### config.mk
export PLATFORM = sky130hd
export DESIGN_NAME = rtc_bus_ctrl
export DESIGN_NICKNAME = d
export VERILOG_FILES = /design/src/rtl/rtc_bus_pkg.sv /design/src/rtl/rtc_phase_timer.sv /design/src/rtl/rtc_bus_ctrl.sv
export SDC_FILE = /design/constraint.sdc
export NUM_CORES = 1
export LEC_CHECK = 0
export BUFFER_PORTS_ARGS = -buffer_cell sky130_fd_sc_hd__buf_2
export CORE_MARGIN = 1
export CORE_UTILIZATION = 50
export DETAILED_ROUTE_END_ITERATION = 12
export PLACE_DENSITY_LB_ADDON = 0.25
export SETUP_SLACK_MARGIN = 0.4
export SYNTH_ARGS = -nofsm -noshare
export SYNTH_HDL_FRONTEND = slang
export SYNTH_SLANG_ARGS = --single-unit
export TNS_END_PERCENT = 5
### constraint.sdc
create_clock -name clk -period 2.4 [get_ports clk]
set_input_delay 0.48 -clock clk [delete_from_list [all_inputs] [get_ports clk]]
set_output_delay 0.48 -clock clk [all_outputs]
set_load 0.03 [all_outputs]
### src/rtl/rtc_bus_pkg.sv
// Shared types and constants for the RTC multiplexed-bus controller:
// FSM encoding, operation type, default phase length and RTC register map.
package rtc_bus_pkg;

  localparam int unsigned PHASE_CYC_DEF = 10;

  typedef enum logic [2:0] {
    ST_IDLE     = 3'd0,
    ST_ADDR_ON  = 3'd1,
    ST_ADDR_OFF = 3'd2,
    ST_DATA_ON  = 3'd3,
    ST_DATA_OFF = 3'd4,
    ST_DONE     = 3'd5
  } bus_state_e;

  typedef enum logic {
    OP_WRITE = 1'b0,
    OP_READ  = 1'b1
  } bus_op_e;

  localparam logic [7:0] RTC_REG_CMD    = 8'h00;
  localparam logic [7:0] RTC_REG_SEC    = 8'h21;
  localparam logic [7:0] RTC_REG_MIN    = 8'h22;
  localparam logic [7:0] RTC_REG_HOUR   = 8'h23;
  localparam logic [7:0] RTC_REG_DAY    = 8'h24;
  localparam logic [7:0] RTC_REG_MONTH  = 8'h25;
  localparam logic [7:0] RTC_REG_YEAR   = 8'h26;
  localparam logic [7:0] RTC_REG_TIMER0 = 8'h41;
  localparam logic [7:0] RTC_REG_TIMER1 = 8'h42;
  localparam logic [7:0] RTC_REG_TIMER2 = 8'h43;

endpackage

### src/rtl/rtc_phase_timer.sv
// Loadable down-counter that paces bus phases; the zero flag is registered
// so it can be used directly as the FSM's phase-complete condition.
module rtc_phase_timer #(
  parameter int unsigned W = 8
) (
  input  logic         clk,
  input  logic         reset,
  input  logic         load,
  input  logic [W-1:0] load_val,
  output logic         zero
);

  logic [W-1:0] cnt_r;

  // Load, count down to zero and hold there.
  always_ff @(posedge clk) begin
    if (reset) begin
      cnt_r <= '0;
      zero  <= 1'b1;
    end else if (load) begin
      cnt_r <= load_val;
      zero  <= (load_val == '0);
    end else if (cnt_r != '0) begin
      cnt_r <= cnt_r - W'(1);
      zero  <= (cnt_r == W'(1));
    end else begin
      cnt_r <= cnt_r;
      zero  <= 1'b1;
    end
  end

endmodule

### src/rtl/rtc_bus_ctrl.sv
// RTC multiplexed A/D bus controller: one address phase plus one data phase
// per request, returning a one-cycle fin pulse and, for reads, the byte read.
module rtc_bus_ctrl
  import rtc_bus_pkg::*;
#(
  parameter int unsigned PHASE_CYC = PHASE_CYC_DEF
) (
  input  logic       clk,
  input  logic       reset,
  input  logic       escribe,
  input  logic       leer,
  input  logic [7:0] dir_in,
  input  logic [7:0] dato_in,
  output logic       fin,
  output logic [7:0] dato_leido,
  output logic       ocupado,
  output logic       cs_n,
  output logic       rd_n,
  output logic       wr_n,
  output logic       ad,
  output logic [7:0] ad_out,
  output logic       ad_oe,
  input  logic [7:0] ad_in
);

  localparam logic [7:0] PH_LAST = 8'(PHASE_CYC - 1);

  bus_state_e state_r;
  bus_op_e    op_r;
  logic [7:0] data_r;
  logic       tmr_load_s;
  logic [7:0] tmr_val_s;
  logic       tmr_zero_s;

  rtc_phase_timer #(.W(8)) u_phase_timer (
    .clk      (clk),
    .reset    (reset),
    .load     (tmr_load_s),
    .load_val (tmr_val_s),
    .zero     (tmr_zero_s)
  );

  // Timer reload at every state change; DONE gets two cycles (settle + fin).
  always_comb begin
    tmr_load_s = 1'b0;
    tmr_val_s  = PH_LAST;
    case (state_r)
      ST_IDLE: begin
        tmr_load_s = escribe | leer;
      end
      ST_ADDR_ON, ST_ADDR_OFF, ST_DATA_ON: begin
        tmr_load_s = tmr_zero_s;
      end
      ST_DATA_OFF: begin
        tmr_load_s = tmr_zero_s;
        tmr_val_s  = 8'd1;
      end
      default: begin
        tmr_load_s = 1'b0;
      end
    endcase
  end

  // Bus sequencer with all pin outputs registered.
  always_ff @(posedge clk) begin
    if (reset) begin
      state_r    <= ST_IDLE;
      op_r       <= OP_WRITE;
      data_r     <= 8'h00;
      cs_n       <= 1'b1;
      rd_n       <= 1'b1;
      wr_n       <= 1'b1;
      ad         <= 1'b1;
      ad_out     <= 8'h00;
      ad_oe      <= 1'b0;
      fin        <= 1'b0;
      ocupado    <= 1'b0;
      dato_leido <= 8'h00;
    end else begin
      case (state_r)
        ST_IDLE: begin
          fin <= 1'b0;
          if (escribe || leer) begin
            op_r    <= escribe ? OP_WRITE : OP_READ;
            data_r  <= dato_in;
            ad_out  <= dir_in;
            ad_oe   <= 1'b1;
            ad      <= 1'b0;
            cs_n    <= 1'b0;
            wr_n    <= 1'b0;
            ocupado <= 1'b1;
            state_r <= ST_ADDR_ON;
          end else begin
            ocupado <= 1'b0;
          end
        end
        ST_ADDR_ON: begin
          if (tmr_zero_s) begin
            cs_n    <= 1'b1;
            wr_n    <= 1'b1;
            state_r <= ST_ADDR_OFF;
          end
        end
        ST_ADDR_OFF: begin
          if (tmr_zero_s) begin
            ad   <= 1'b1;
            cs_n <= 1'b0;
            if (op_r == OP_WRITE) begin
              wr_n   <= 1'b0;
              ad_oe  <= 1'b1;
              ad_out <= data_r;
            end else begin
              rd_n  <= 1'b0;
              ad_oe <= 1'b0;
            end
            state_r <= ST_DATA_ON;
          end
        end
        ST_DATA_ON: begin
          if (tmr_zero_s) begin
            // ad_in sampled here is the last cycle with rd_n low.
            if (op_r == OP_READ) begin
              dato_leido <= ad_in;
            end
            cs_n    <= 1'b1;
            wr_n    <= 1'b1;
            rd_n    <= 1'b1;
            ad_oe   <= 1'b0;
            state_r <= ST_DATA_OFF;
          end
        end
        ST_DATA_OFF: begin
          if (tmr_zero_s) begin
            state_r <= ST_DONE;
          end
        end
        ST_DONE: begin
          if (tmr_zero_s) begin
            fin     <= 1'b0;
            ocupado <= 1'b0;
            state_r <= ST_IDLE;
          end else begin
            fin <= 1'b1;
          end
        end
        default: begin
          cs_n    <= 1'b1;
          rd_n    <= 1'b1;
          wr_n    <= 1'b1;
          ad_oe   <= 1'b0;
          fin     <= 1'b0;
          ocupado <= 1'b0;
          state_r <= ST_IDLE;
        end
      endcase
    end
  end

endmodule

==> results of run 1 <==
==> stage by stage <==
| step | setup WS [ns] | power (uW) | util, % |
|---|---|---|---|
| after detailed placement | 0.4711 | 2162 | 60.59 |
| after global placement | 0.5243 | 2144 | 60.59 |
| final | 0.6125 | 2678 | 63.44 |
| after CTS | 0.5941 | 2692 | 63.24 |
| after floorplan | 0.9560 | 1930 | - |
| after global routing | 0.3622 | 2856 | 63.44 |
==> final cells by class <==
cell class              instances  area [sq um]
clock buffers                   5         68.82
clock inverters                 1         30.03
fillers                       356          1369
inverters                       3         11.26
multi-input cells             159          1059
flip-flops and latches         44         880.8
well taps                      48         60.06
repair buffers                 52         265.3
==> flip-flops by register name (all words and copies together), names as in the netlist, 3 cells and up <==
signal,count
ad_out,8
data_r,8
dato_leido,8
u_phase_timer.cnt_r,8
state_r,3
==> cell families after synthesis <==
group,Yosys count,synth area share (%)
AND/OR/NAND/NOR,77,20.70
AO/OA/AOI/OAI,59,20.08
flip-flops,44,43.89
buffers and inverters,17,3.616
multiplexers,17,8.541
XOR/XNOR,3,1.309
adder cells (fa/ha/maj),3,1.871
==> path summary, 6_finish.rpt <==
path                                              endpoint  slack, ns                    start  cells after the start
worst min-delay path            dato_leido[7]$_SDFFE_PP0P_       0.42                 ad_in[7]                      3
worst max-delay path                     wr_n$_SDFFE_PP1P_       0.61  state_r[1]$_SDFFE_PP0P_                      3
worst max register to register           wr_n$_SDFFE_PP1P_       0.61  state_r[1]$_SDFFE_PP0P_                      3
worst min register to register      data_r[4]$_SDFFE_PP0P_       0.45   data_r[4]$_SDFFE_PP0P_                      2
==> timing repair <==
item	in CTS	in global routing
setup endpoints to repair	0	5
hold buffers	0	0
buffers inserted	0	1
==> routing by layer <==
metal / track usage (%) / vias up
li1: - / 857
met1: 27.98 / 740
met2: 30.15 / 41
met3: 5.208 / 7
met4: 6.522 / 0
met5: 0 / -
==> cells in the final DEF (no fill, tap or decap), types with 2 or more instances in the layout <==
| cell type | synthesis | final |
|---|---|---|
| clkbuf_8 | 0 | 5 |
| nor3_1 | 3 | 3 |
| or3b_1 | 3 | 3 |
| ha_1 | 3 | 3 |
| xnor2_1 | 2 | 2 |
| nor2_1 | 15 | 15 |
| a221o_1 | 2 | 2 |
| buf_2 | 7 | 50 |
| nor3_2 | 2 | 2 |
| o21a_1 | 11 | 11 |
| mux2i_1 | 16 | 16 |
| buf_4 | 0 | 2 |
| nand2_1 | 26 | 26 |
| and2_1 | 2 | 2 |
| nand2b_1 | 4 | 4 |
| o21ai_0 | 5 | 5 |
| nand3b_1 | 3 | 3 |
| dfxtp_1 | 44 | 44 |
| a211oi_1 | 3 | 3 |
| inv_1 | 3 | 3 |
| a21oi_1 | 24 | 24 |
| or2_2 | 9 | 9 |
| o21bai_1 | 3 | 3 |
==> worst max-delay path, stage by stage (launching register included) <==
cell	delay [ns]
dfxtp_1	0.45
nor3_2	0.32
o21ai_0	0.46
a311o_1	0.45
==> where the power goes <==
part	switching (uW)	total (uW)	internal (uW)
logic	612	1080	466
registers	177	1070	896
clock network	229	527	299
total	1020	2680	1660
==> flow_results.org, run 1 <==
** Clock tree
- TritonCTS clock tree :: built
- In this run, CTS created clock tree buffers numbering 5.
- In this run, post-CTS repair resized a total of 0 instances.
- Clock latency on the worst-skew pair, taken at its later pin, is 0.29 ns.
- The H-tree was split into 2 levels.
- Clock-pin slew was measured on the worst setup and hold paths at 0.08 ns.
- Counting along the longest clock path gives a buffer depth of 2.
- Counting every sink on the clock net gives 44.
- Master cell of the clock root buffer :: clkbuf_8

** Timing
- Setup TNS after final layout :: 0 ns
- Crit path time final :: 1.787 ns
- Pin slew with the least headroom to its limit :: 1.122 ns
- The count of pins over their slew limit is 0.
- Setup repair after global routing could not meet its margin everywhere.
- Share of the clock period used by the worst path :: 74.48%
- Clock skew :: 0.004948 ns
- Setup-failing EPs final :: 0
- Derived from the worst setup path, the maximum achievable clock frequency is 559.5 MHz.
- Final Hold Vio Count :: 0
- Headroom to the max-slew limit came out at 24.43%.
- Across all hold checks on the routed design, the worst slack comes to 0.4156 ns.

** Floorplan
- Initial standard-cell utilization of the core :: 53.61%
- Chip width :: 65.36 um
- I/O Pins :: 51
- Core area :: 3744 sq um
- Die Footprint :: 4271 sq um
- Die height :: 65.36 um
- Placement Rows :: 22

** Critical path
- Top fanout value on the critical path :: 15
- Data on the critical path is required at its endpoint by 2.58 ns.
- At the worst endpoint, the arrival time is 1.97 ns.
- Type of destination of the critical path :: register
- The worst setup path is launched from a register.
- The setup path with the least slack is of type register to register.

** Synthesis
- Summed over its instances, the top area cell type makes up 43.89% of the synthesized netlist area.
- Number of different library cells in the post-synthesis netlist :: 45
- The number of nets in the synthesized netlist is 251.
- The synthesized design contains 0 enable-type register cells.
- Netlist area before placement :: 2007 sq um
- Largest area contributor in the netlist :: dfxtp_1
- Of all flip-flops after synthesis, the portion carrying an async set or reset was 0%.
- Synthesis handed over a netlist of 220 instances.
- Leading post-synthesis cells by cell area :: dfxtp_1 (44%), mux2i_1 (8.0%), a21oi_1 (6.0%)
- Most common cell in the synthesized netlist :: dfxtp_1
- Prevailing post-synth register cell :: dfxtp_1
- The average instance in the mapped netlist occupies 9.122 sq um.
- Synth top cells by count :: dfxtp_1 (44), nand2_1 (26), a21oi_1 (24)
- The synthesized design contains 44 register bits.
- Yosys synthesis warning count :: 0
- Sequential cell area fraction in the yosys report :: 43.89%

** Min path
- Hold/Removal Path Class :: input port to register

** Detailed routing
- Mean routed wirelength per cell :: 12.64 um
- Total wire length after detailed routing :: 3943 um
- Detailed-router iteration count before antenna repair :: 4
- Met1 routed wirelength after detailed routing :: 1991 um
- In this run the top signal layer used is met4.
- The detailed router finished its first iteration with 58 violations.
- Routed met2 length :: 1733 um
- Met3 Routed Length :: 174 um
- Dividing the detail-routed via count by the number of cells gives 5.272.
- The final route contains 1645 vias.
- After detailed routing, the number of remaining DRC violations is 0.
- Antenna violation net count after detailed routing :: 0

** Placement
- RePlAce Congestion :: 0.7993
- Cells after DPL :: 305
- Count of buffers from port buffering :: 50
- Total placed instance area :: 2268 sq um
- Post-DP HPWL :: 2779 um

** Global routing
- Total routing usage reported by global routing :: 20.12%
- Initial antenna violation count :: 0
- After global routing the overflow that remains totals 0.
- Entering global routing, the biggest net connects 40 pins.
- Vias in the first global route :: 1448
- The first global-routing pass estimated 6555 um of wire.

** Cells and area
- Summed area of non-filler cells in the final layout :: 2375 sq um
- # nets final :: 296
- The post-route netlist has 28.79% of its cells at a drive strength greater than 1.
- For this run, the number of standard cells in the final layout without fillers is 312.
- Signed area change from the synthesized netlist to the final layout :: 18.33%
- The repair_antennas step left the layout with diodes totalling 0.

** Power and ir drop
- For this design the ratio of total power to cell area is 1127 nW/um^2.
- Leakage power of the design :: 0.001055 uW
- The worst-case IR drop observed on VDD is 595.7 uV.

** Run
- Max capacitance violation total :: 0

** Status
- Status :: finished clean
(Power assumes the default switching activity.)
==> run 2: changes to the inputs <==
clock period = 1.8 ns   (was 2.4 ns; I/O delays follow)
==> run 2 against run 1 <==
Clock skew rose by 0.00065 ns. Critical path type unchanged. Cell area rose by 4.8%. Sequential power rose by 37%. Global-route usage rose by 0.99 points. Flip-flop and latch count did not move. Via count rose by 3.7%. Worst hold slack got worse by 0.12 ns. Combinational power rose by 55%. Largest power group unchanged. Count of clock-buffer cells in the layout rose by 3. Largest cell class unchanged.
==> flow_results.org, run 2 (synthesis results as in run 1) <==
** Floorplan
- The die outline width came to 65.36 um (unchanged).
- I/O Pins :: 51 (unchanged)
- Die Footprint :: 4271 sq um (unchanged)
- Initial standard-cell utilization of the core :: 53.61% (unchanged)
- The overall die height came to 65.36 um (unchanged).
- The standard-cell row count is 22 (unchanged).
- The area of the core came to 3744 sq um (unchanged).

** Clock tree
- The cell at the root of the clock tree is clkbuf_8 (unchanged).
- Clock latency on the worst-skew pair :: 0.29 ns (about the same)
- Clock buffer count from CTS :: 5 (unchanged)
- Number of hold buffers added after cts :: 0 (unchanged)
- Clock input transition at the sequential cells of the worst setup and hold paths :: 0.08 ns (about the same)
- The CTS sink count came to 44 (unchanged).
- The maximum level of the CTS H-tree was 2 (unchanged).
- The maximum buffer depth of the clock tree is 2 (unchanged).
- The TritonCTS clock tree was built (unchanged).

** Timing
- The slew at the pin with the worst max-slew slack is 0.4708 ns (was 1.122 ns).
- Setup-failing EPs final :: 0 (unchanged)
- Crit path time final :: 1.496 ns (was 1.787 ns)
- Slew Viols, Final :: 0 (unchanged)
- Peak Freq :: 668.6 MHz (was 559.5 MHz)
- The headroom to the max-slew limit is 68.57% (was 24.43%).
- The clock skew was 0.005593 ns (was 0.004948 ns).
- Unrepaired setup endpoints after global routing :: yes (unchanged)
- The sum of negative setup slack came to 0 ns (unchanged).
- Final Hold Vio Count :: 0 (unchanged)
- Share of the clock period used by the worst path :: 83.10% (was 74.48%)
- Final WS setup :: 0.3042 ns (was 0.6125 ns)

** Critical path
- Critical setup path kind :: register to register (unchanged)
- The maximum fanout along the worst path is 4 (was 15).
- The element type at the critical path start was a register (unchanged).
- The arrival time of data at the critical path endpoint is 1.73 ns (was 1.97 ns).
- Type of destination of the critical path :: register (unchanged)
- Req. time, crit path :: 2.03 ns (was 2.58 ns)

** Cells and area
- Signed area change from the synthesized netlist to the final layout :: 24.06% (was 18.33%)
- # nets final :: 305 (was 296)
- Final non-filler cell total :: 323 (was 312)
- The proportion of layout cells with a drive suffix above 1 came to 35.27% (was 28.79%).
- The most common cell after layout, fill and taps aside is buf_2 (unchanged).
- Post-Route Utilization :: 66.51% (was 63.44%)
- Commonest non-fill, non-tap cells in the layout: buf_2 (50), dfxtp_1 (37), nand2_1 (26) (was buf_2 (50), dfxtp_1 (44), nand2_1 (26)).
- The antenna diode count came to 0 (unchanged).

** Power and ir drop
- The leakage power of the design was 0.001107 uW (was 0.001055 uW).
- Peak supply drop :: 922.4 uV (was 595.7 uV)
- Power density cells :: 1509 nW/um^2 (was 1127 nW/um^2)

** Global routing
- The total congestion overflow is 0 (unchanged).
- The number of global-route vias before repair was 1588 (was 1448).
- Global-route wire length before repair :: 6941 um (was 6555 um)
- The pin count of the biggest net entering global routing is 24 (was 40).
- The global-route usage over all layers was 21.10% (was 20.12%).
- Initial antenna violation count :: 0 (unchanged)

** Detailed routing
- The vias per cell was 5.282 (was 5.272).
- Count of vias placed by the detailed router :: 1706 (was 1645)
- The violation count after the first detailed-route iteration came to 61 (was 58).
- Antenna violation net count after detailed routing :: 0 (unchanged)
- The detailed-router iteration count before antenna repair was 4 (unchanged).
- The final wirelength is 4017 um (was 3943 um).
- The count of unresolved DRC violations after routing is 0 (unchanged).
- Mean routed wirelength per cell :: 12.44 um (was 12.64 um)

** Placement
- RePlAce Congestion :: 0.7689 (was 0.7993)
- The post-DP HPWL came to 2769 um (was 2779 um).
- The count of port buffers added during placement came to 50 (unchanged).
- The minimum setup slack after placement was 0.1840 ns (was 0.4711 ns).
- The number of cells in the design after placement was 311 (was 305).

** Min path
- The type of the most critical hold path is input port to register (unchanged).

** Status
- Status :: finished clean (unchanged)

** Run
- The count of max-cap constraint violations was 0 (unchanged).
==> run 2: metal layers <==
layer  up-vias  wire, um  track usage, %
met1       777      2016           28.28
met5         -         0               0
met3         6       177           4.688
met4         0        61           9.239
met2        46      1760           32.35
li1        877         -               -
==> run 2: area by class of cell <==
cell class,instances,area [sq um]
Clock buffer,8,90.09
Sequential cell,44,892.1
Inverter,3,11.26
Multi-Input combinational cell,159,1091
Timing Repair Buffer,61,345.3
Fill cell,329,1254
Tap cell,48,60.06
==> run 2: metrics by stage <==
step	hold slack (ns)	total power (uW)	cell area (sq um)
detailed placement	0.4507	2968	2327
global placement	0.4388	2936	2327
global route	0.3040	4026	2490
finish	0.2976	3756	2490
floorplan	0.4311	2573	2008
CTS	0.2943	3751	2487
==> run 2: critical path, stage by stage (launching register included) <==
cell	delay (ns)
dfxtp_4	0.37
nor3_4	0.18
or3b_4	0.40
or3b_1	0.37
a21oi_2	0.11
==> run 2: report_power, final <==
group          internal (uW)  switching, uW
Combinational            791            878
Clock                    313            303
Sequential              1210            260
Total                   2310           1440
==> run 2: worst paths after layout <==
kind | startpoint | endpoint | slack [ns] | cells past startpoint
worst max-delay path | u_phase_timer.cnt_r[0]$_SDFFE_PP0P_ | u_phase_timer.cnt_r[5]$_SDFFE_PP0P_ | 0.30 | 4
worst max register to register | u_phase_timer.cnt_r[0]$_SDFFE_PP0P_ | u_phase_timer.cnt_r[5]$_SDFFE_PP0P_ | 0.30 | 4
worst min register to register | data_r[0]$_SDFFE_PP0P_ | data_r[0]$_SDFFE_PP0P_ | 0.46 | 2
worst min-delay path | ad_in[6] | dato_leido[6]$_SDFFE_PP0P_ | 0.30 | 3
==> run 2: repair_timing <==
action | in CTS | in global routing
resized for setup | 11 | 5
setup endpoints to repair | 37 | 37
endpoints found under the hold margin | 0 | 0
setup buffers | 4 | 0
pin swaps | 2 | 0
